===== config.mk =====
export PLATFORM = sky130hd
export DESIGN_NAME = alu_seq_flat
export DESIGN_NICKNAME = d
export VERILOG_FILES = /design/src/rtl/alu_seq_if.sv /design/src/rtl/alu_seq.sv /design/src/flat_wrapper.sv
export SDC_FILE = /design/constraint.sdc
export NUM_CORES = 1
export LEC_CHECK = 0
export CAP_MARGIN = 10
export CELL_PAD_IN_SITES_DETAIL_PLACEMENT = 1
export CELL_PAD_IN_SITES_GLOBAL_PLACEMENT = 1
export CORE_ASPECT_RATIO = 0.9
export CORE_MARGIN = 2
export CORE_UTILIZATION = 40
export CTS_CLUSTER_SIZE = 40
export DETAILED_ROUTE_END_ITERATION = 16
export GPL_ROUTABILITY_DRIVEN = 0
export MAX_ROUTING_LAYER = met4
export PLACE_DENSITY = 0.84
export SYNTH_ARGS = -nofsm -noshare
export SYNTH_HDL_FRONTEND = slang
export SYNTH_SLANG_ARGS = --single-unit

===== constraint.sdc =====
create_clock -name CLK -period 4.5 [get_ports CLK]
set_input_delay 1.35 -clock CLK [delete_from_list [all_inputs] [get_ports CLK]]
set_output_delay 1.35 -clock CLK [all_outputs]
set_load 0.005 [all_outputs]

===== src/rtl/alu_seq_if.sv =====
// Handshake bundle between the control unit and alu_seq: a valid/ready operation request
// and a valid/ready result with NZCV flags and an illegal-op error bit.
interface alu_seq_if #(
    parameter int WIDTH = 16
);
    logic             in_valid;
    logic             in_ready;
    logic [3:0]       op;
    logic [WIDTH-1:0] in_a;
    logic [WIDTH-1:0] in_b;
    logic             out_valid;
    logic             out_ready;
    logic [WIDTH-1:0] out;
    logic [3:0]       flags;
    logic             err;

    modport master (
        output in_valid, op, in_a, in_b, out_ready,
        input  in_ready, out_valid, out, flags, err
    );

    modport slave (
        input  in_valid, op, in_a, in_b, out_ready,
        output in_ready, out_valid, out, flags, err
    );
endinterface


===== src/rtl/alu_seq.sv =====
// Handshaked ALU with NZCV flags, illegal-op error and an iterative shift-add multiplier
// that retires one multiplier bit per cycle.
module alu_seq #(
    parameter int WIDTH = 16,
    parameter int CNT_W = $clog2(WIDTH)
) (
    input logic   CLK,
    input logic   reset_n,
    alu_seq_if.slave bus
);
    localparam logic [1:0] IDLE = 2'd0;
    localparam logic [1:0] MUL  = 2'd1;
    localparam logic [1:0] HOLD = 2'd2;

    localparam logic [3:0] OP_ADD = 4'd1;
    localparam logic [3:0] OP_SUB = 4'd2;
    localparam logic [3:0] OP_OR  = 4'd3;
    localparam logic [3:0] OP_AND = 4'd4;
    localparam logic [3:0] OP_XOR = 4'd5;
    localparam logic [3:0] OP_SL  = 4'd6;
    localparam logic [3:0] OP_SR  = 4'd7;
    localparam logic [3:0] OP_GT  = 4'd8;
    localparam logic [3:0] OP_LT  = 4'd9;
    localparam logic [3:0] OP_EQ  = 4'd10;
    localparam logic [3:0] OP_MUL = 4'd11;

    localparam logic [WIDTH-1:0] SHIFT_LIM = WIDTH'(WIDTH);
    localparam logic [CNT_W-1:0] CNT_LAST  = CNT_W'(WIDTH - 1);

    logic [1:0]         state_q, state_d;
    logic [WIDTH-1:0]   out_q, out_d;
    logic [3:0]         flags_q, flags_d;
    logic               err_q, err_d;
    logic [2*WIDTH-1:0] acc_q, acc_d;
    logic [2*WIDTH-1:0] mcand_q, mcand_d;
    logic [WIDTH-1:0]   mplier_q, mplier_d;
    logic [CNT_W-1:0]   cnt_q, cnt_d;

    logic               accept;
    logic [WIDTH:0]     sum, diff;
    logic [WIDTH-1:0]   alu_res;
    logic               alu_c, alu_v, alu_err;
    logic [2*WIDTH-1:0] acc_step;

    assign bus.in_ready  = (state_q == IDLE) | ((state_q == HOLD) & bus.out_ready);
    assign bus.out_valid = (state_q == HOLD);
    assign bus.out       = out_q;
    assign bus.flags     = flags_q;
    assign bus.err       = err_q;

    assign accept   = bus.in_valid & bus.in_ready;
    assign acc_step = acc_q + (mplier_q[0] ? mcand_q : '0);

    // Single-cycle ops, evaluated on the live inputs and only registered at accept.
    always_comb begin
        sum     = {1'b0, bus.in_a} + {1'b0, bus.in_b};
        diff    = {1'b0, bus.in_a} - {1'b0, bus.in_b};
        alu_res = '0;
        alu_c   = 1'b0;
        alu_v   = 1'b0;
        alu_err = 1'b0;
        case (bus.op)
            OP_ADD: begin
                alu_res = sum[WIDTH-1:0];
                alu_c   = sum[WIDTH];
                alu_v   = (bus.in_a[WIDTH-1] == bus.in_b[WIDTH-1]) &&
                          (sum[WIDTH-1] != bus.in_a[WIDTH-1]);
            end
            OP_SUB: begin
                alu_res = diff[WIDTH-1:0];
                alu_c   = diff[WIDTH];
                alu_v   = (bus.in_a[WIDTH-1] != bus.in_b[WIDTH-1]) &&
                          (diff[WIDTH-1] != bus.in_a[WIDTH-1]);
            end
            OP_OR:  alu_res = bus.in_a | bus.in_b;
            OP_AND: alu_res = bus.in_a & bus.in_b;
            OP_XOR: alu_res = bus.in_a ^ bus.in_b;
            OP_SL:  alu_res = (bus.in_b >= SHIFT_LIM) ? '0 : (bus.in_a << bus.in_b);
            OP_SR:  alu_res = (bus.in_b >= SHIFT_LIM) ? '0 : (bus.in_a >> bus.in_b);
            OP_GT:  alu_res = {{(WIDTH-1){1'b0}}, bus.in_a > bus.in_b};
            OP_LT:  alu_res = {{(WIDTH-1){1'b0}}, bus.in_a < bus.in_b};
            OP_EQ:  alu_res = {{(WIDTH-1){1'b0}}, bus.in_a == bus.in_b};
            OP_MUL: alu_res = '0;
            default: alu_err = 1'b1;
        endcase
    end

    always_comb begin
        state_d  = state_q;
        out_d    = out_q;
        flags_d  = flags_q;
        err_d    = err_q;
        acc_d    = acc_q;
        mcand_d  = mcand_q;
        mplier_d = mplier_q;
        cnt_d    = cnt_q;
        case (state_q)
            MUL: begin
                acc_d    = acc_step;
                mcand_d  = mcand_q << 1;
                mplier_d = mplier_q >> 1;
                cnt_d    = cnt_q + 1'b1;
                if (cnt_q == CNT_LAST) begin
                    state_d = HOLD;
                    out_d   = acc_step[WIDTH-1:0];
                    flags_d = {acc_step[WIDTH-1], acc_step[WIDTH-1:0] == '0,
                               |acc_step[2*WIDTH-1:WIDTH], 1'b0};
                    err_d   = 1'b0;
                end
            end
            default: begin
                if (accept) begin
                    if (bus.op == OP_MUL) begin
                        state_d  = MUL;
                        acc_d    = '0;
                        mcand_d  = {{WIDTH{1'b0}}, bus.in_a};
                        mplier_d = bus.in_b;
                        cnt_d    = '0;
                    end else begin
                        state_d = HOLD;
                        out_d   = alu_res;
                        err_d   = alu_err;
                        // Illegal ops report all-zero flags, not Z=1.
                        flags_d = alu_err ? 4'b0000 :
                                  {alu_res[WIDTH-1], alu_res == '0, alu_c, alu_v};
                    end
                end else if (state_q == HOLD && bus.out_ready) begin
                    state_d = IDLE;
                end
            end
        endcase
    end

    always_ff @(posedge CLK or negedge reset_n) begin
        if (!reset_n) begin
            state_q  <= IDLE;
            out_q    <= '0;
            flags_q  <= '0;
            err_q    <= 1'b0;
            acc_q    <= '0;
            mcand_q  <= '0;
            mplier_q <= '0;
            cnt_q    <= '0;
        end else begin
            state_q  <= state_d;
            out_q    <= out_d;
            flags_q  <= flags_d;
            err_q    <= err_d;
            acc_q    <= acc_d;
            mcand_q  <= mcand_d;
            mplier_q <= mplier_d;
            cnt_q    <= cnt_d;
        end
    end
endmodule


===== src/flat_wrapper.sv =====
// flat-port wrapper written by rule: the top's interface ports become plain ports
module alu_seq_flat 
#(
    parameter int WIDTH = 16,
    parameter int CNT_W = $clog2(WIDTH)
)
  (CLK, reset_n, bus_in_valid, bus_op, bus_in_a, bus_in_b, bus_out_ready, bus_in_ready, bus_out_valid, bus_out, bus_flags, bus_err);
  alu_seq_if #(.WIDTH(WIDTH)) bus_i ();
  input logic CLK;
  input logic reset_n;
  input wire logic [$bits(bus_i.in_valid)-1:0] bus_in_valid;
  input wire logic [$bits(bus_i.op)-1:0] bus_op;
  input wire logic [$bits(bus_i.in_a)-1:0] bus_in_a;
  input wire logic [$bits(bus_i.in_b)-1:0] bus_in_b;
  input wire logic [$bits(bus_i.out_ready)-1:0] bus_out_ready;
  output wire logic [$bits(bus_i.in_ready)-1:0] bus_in_ready;
  output wire logic [$bits(bus_i.out_valid)-1:0] bus_out_valid;
  output wire logic [$bits(bus_i.out)-1:0] bus_out;
  output wire logic [$bits(bus_i.flags)-1:0] bus_flags;
  output wire logic [$bits(bus_i.err)-1:0] bus_err;
  assign bus_i.in_valid = bus_in_valid;
  assign bus_i.op = bus_op;
  assign bus_i.in_a = bus_in_a;
  assign bus_i.in_b = bus_in_b;
  assign bus_i.out_ready = bus_out_ready;
  assign bus_in_ready = bus_i.in_ready;
  assign bus_out_valid = bus_i.out_valid;
  assign bus_out = bus_i.out;
  assign bus_flags = bus_i.flags;
  assign bus_err = bus_i.err;
  alu_seq #(.WIDTH(WIDTH), .CNT_W(CNT_W)) u_core (.CLK(CLK), .reset_n(reset_n), .bus(bus_i));
endmodule

==> qor.csv <==
stage,metric,value,unit
placement,number of cells after detailed placement,1806,
placement,number of I/O port buffers,62,
finish,# nets final,1609,
clock_network,clock sinks,107,
logic_synthesis,Synthesized Nets,1416,
floorplanning,horizontal die dimension,173,um
global_route,GRT Residual Overflow,0,
sta,setup TNS after final layout,-1.37,ns
status,failing checks,setup timing,
logic_synthesis,Post-synth EDFFs,0,
route,via total after detailed routing,12600,
pwr,worst supply voltage drop on vdd,0.000289,V
status,run status,finished with violations,
route,router iterations before antenna repair,7,
finish,Layout Cell Area excl Fill,13300,um2
sta,post-route clock period utilization,1.07,
logic_synthesis,top cell type's share of synthesized area,0.261,
clock_network,clock-pin transition on the worst setup and hold timing paths,0.08,ns
finish,final core utilization,0.528,
sta,smallest setup slack after layout,-0.332,ns
clock_network,clock insertion delay at the later pin of the skew report,0.37,ns
setup_path,worst endpoint data arrival time,5.10,ns
setup_path,terminus of the critical flop-to-flop path,u_core.bus.flags[1],
setup_path,cells on worst reg2reg path,13,
sta,Tmin final,4.83,ns
setup_path,start of the worst register-to-register path,u_core.mplier_q[0],
route,wire length reported by the detailed router,52200,um
logic_synthesis,largest area contributor in the netlist,dfrtp_1,
sta,worst slew margin relative to its limit,0.270,
floorplanning,Std-Cell Rows,55,
setup_path,Worst setup SP type,input pin,
logic_synthesis,average cell area after synthesis,7.95,um2
finish,layout filler cell count,3010,
sta,final number of setup-violating endpoints,7,
finish,final cell count without fillers,1834,
floorplanning,die span in y,156,um
sta,maximum operating frequency,207,MHz
logic_synthesis,Mapped Cells,1293,
logic_synthesis,Main synth FF type,dfrtp_1,
route,post-route ant nets,0,
clock_network,CTS Buf Count,9,
setup_path,CP Capture Point,u_core.bus.flags[1],
floorplanning,placeable core region,25200,um2
pwr,leakage power,6.03,nW
logic_synthesis,top post-synthesis cells by area,"dfrtp_1 26%, ha_1 9.7%, nand2_1 7.9%",
setup_path,first element of the critical path,bus_in_b[10],
pwr,total power,5.29,mW
placement,placed inst area,12500,um2
route,average routed wire per standard cell,28.5,um
clock_network,number of levels the H-tree was split into,3,
logic_synthesis,post-synthesis sequential area ratio,0.261,
logic_synthesis,synthesized area,10300,um2
flow_run,count of max-cap constraint violations,0,
route,number of vias per cell after detailed routing,6.88,
sta,final slew viol count,0,
global_route,largest net degree at the start of global routing,76,
floorplanning,initial core utilization,0.408,
setup_path,endpoint class of the critical path,register,
logic_synthesis,most common library cells after synthesis,"217 x nand2_1, 107 x dfrtp_1, 93 x a21oi_1, 87 x o21ai_0, 85 x nor2_1",
pwr,power density cells,398,nW/um2
sta,unrepaired setup endpoints after global routing,yes,
floorplanning,number of primary I/O pins,63,
logic_synthesis,dominant cell by count in the synthesized netlist,nand2_1,
placement,Post-Place Setup Slack,-0.925,ns
global_route,wire length of the first global-routing pass,71400,um
sta,Worst Hold Margin,0.487,ns
global_route,number of antenna violations at the first check in global routing,1,
logic_synthesis,share of flip-flops with an asynchronous set or reset after synthesis,1.00,
sta,setup skew after layout,0.0132,ns
global_route,total routing usage reported by global routing,0.348,
clock_network,Post-CTS Hold Buffers,0,
clock_network,maximum number of buffers from clock root to sink,2,
placement,Post-DP HPWL,33300,um
finish,fraction of final layout cells sized beyond drive strength 1,0.223,
floorplanning,full die area,27000,um2
logic_synthesis,count of warnings emitted by yosys,0,
sta,slew at the pin closest to its max-slew limit,1.08,ns
min_path,kind of path behind the tightest hold check,register to register,
setup_path,Worst EP required,4.77,ns
route,number of remaining DRC errors,0,
global_route,via count of the first global-routing pass,12500,
logic_synthesis,number of flip-flops and latches in the synthesized netlist,107,
sta,count of endpoints failing hold in the final timing report,0,
clock_network,clock tree root driver cell,clkbuf_16,
logic_synthesis,Netlist cell types,81,
setup_path,worst setup path category,input pin to register,
clock_network,CTS tree,built,
finish,Syn-to-layout area delta,29.4,%
setup_path,worst-path fanout max,6,
setup_path,Reg2Reg Setup Slack,0.26,ns
route,starting DRC count in detailed routing,1740,
==> how the worst min path moves through the flow <==
stage | start | end | slack, ns | cells past startpoint
after global routing | u_core.bus.flags[0] | u_core.bus.flags[0] | 0.51 | 2
after detailed placement | u_core.mplier_q[8] | u_core.mplier_q[8] | 0.47 | 2
final | u_core.bus.flags[0] | u_core.bus.flags[0] | 0.49 | 2
after CTS | u_core.bus.flags[0] | u_core.bus.flags[0] | 0.49 | 2
after floorplan | u_core.mplier_q[10] | u_core.mplier_q[10] | 0.45 | 2
after global placement | u_core.mplier_q[13] | u_core.mplier_q[13] | 0.46 | 2
==> registers in the layout, summed over array words and instances, names as in the netlist <==
name / flops
u_core.acc_q: 32
u_core.bus.err: 1
u_core.bus.flags: 4
u_core.bus.out: 16
u_core.cnt_q: 4
u_core.mcand_q: 32
u_core.mplier_q: 16
u_core.state_q: 2
==> critical path, cell delays in order <==
cell	delay (ns)
clkdlybuf4s50_1	0.58
inv_1	0.22
ha_4	0.35
and3_1	0.21
and2_1	0.19
a32oi_2	0.25
a31oi_1	0.18
a31oi_4	0.30
buf_4	0.18
o21ai_0	0.11
and4b_1	0.27
nand4bb_1	0.14
or4b_4	0.54
a21bo_1	0.20
==> layout by cell type (no fill, tap or decap), drive strengths merged, types with 6 or more instances in the layout <==
| master | n |
|---|---|
| xor2 | 14 |
| nor3 | 26 |
| or3 | 6 |
| o21ai | 89 |
| o21bai | 8 |
| nand4 | 18 |
| clkdlybuf4s50 | 50 |
| nor2 | 85 |
| a21o | 19 |
| inv | 55 |
| nor4 | 11 |
| o31ai | 10 |
| a221oi | 11 |
| a22oi | 35 |
| o21a | 11 |
| a211oi | 19 |
| a31oi | 11 |
| clkbuf | 12 |
| a21oi | 93 |
| nand2 | 217 |
| xnor2 | 14 |
| and3 | 6 |
| nor2b | 11 |
| o221ai | 6 |
| buf | 209 |
| mux4 | 21 |
| ha | 80 |
| a2111oi | 6 |
| or2 | 6 |
| and2 | 37 |
| a22o | 7 |
| mux2 | 12 |
| dfrtp | 107 |
| o211ai | 16 |
| nand2b | 11 |
| mux2i | 19 |
| dlymetal6s2s | 9 |
| nand3 | 18 |
| o22ai | 15 |
==> kinds of logic after synthesis <==
group | synth area share
adder cells (fa/ha/maj) | 0.103
AO/OA/AOI/OAI | 0.263
AND/OR/NAND/NOR | 0.219
buffers and inverters | 0.0522
XOR/XNOR | 0.0239
flip-flops | 0.261
multiplexers | 0.0777
==> report_power, final <==
| part | total [mW] | internal, mW | switching [mW] |
|---|---|---|---|
| Clock | 0.874 | 0.469 | 0.406 |
| Sequential | 1.62 | 1.32 | 0.297 |
| Combinational | 2.79 | 1.08 | 1.71 |
==> cell type report <==
cell class	instances	area (um2)	share of cell area
Clock buffer	12	256	0.0193
Sequential cell	107	2680	0.201
Inverter	54	203	0.0152
Antenna cell	1	2.50	0.000188
Multi-Input combinational cell	1045	7440	0.560
Timing Repair Buffer	269	2230	0.168
Clock inverter	4	57.6	0.00433
Tap cell	342	428	0.0322
==> layer usage <==
layer / GRT usage / wire length [um] / vias up
met5: - / 0 / -
met4: 0.165 / 3730 / 0
met3: 0.0877 / 6250 / 403
met2: 0.545 / 22700 / 993
met1: 0.421 / 19500 / 6108
li1: - / - / 5105
==> timing repair <==
action,4_1_cts,5_1_grt
setup endpoints to repair,3,13
buffers inserted,7,4
pin swaps,5,9
gates resized for setup,28,50
No activity file was read; power rests on OpenSTA's default activity.
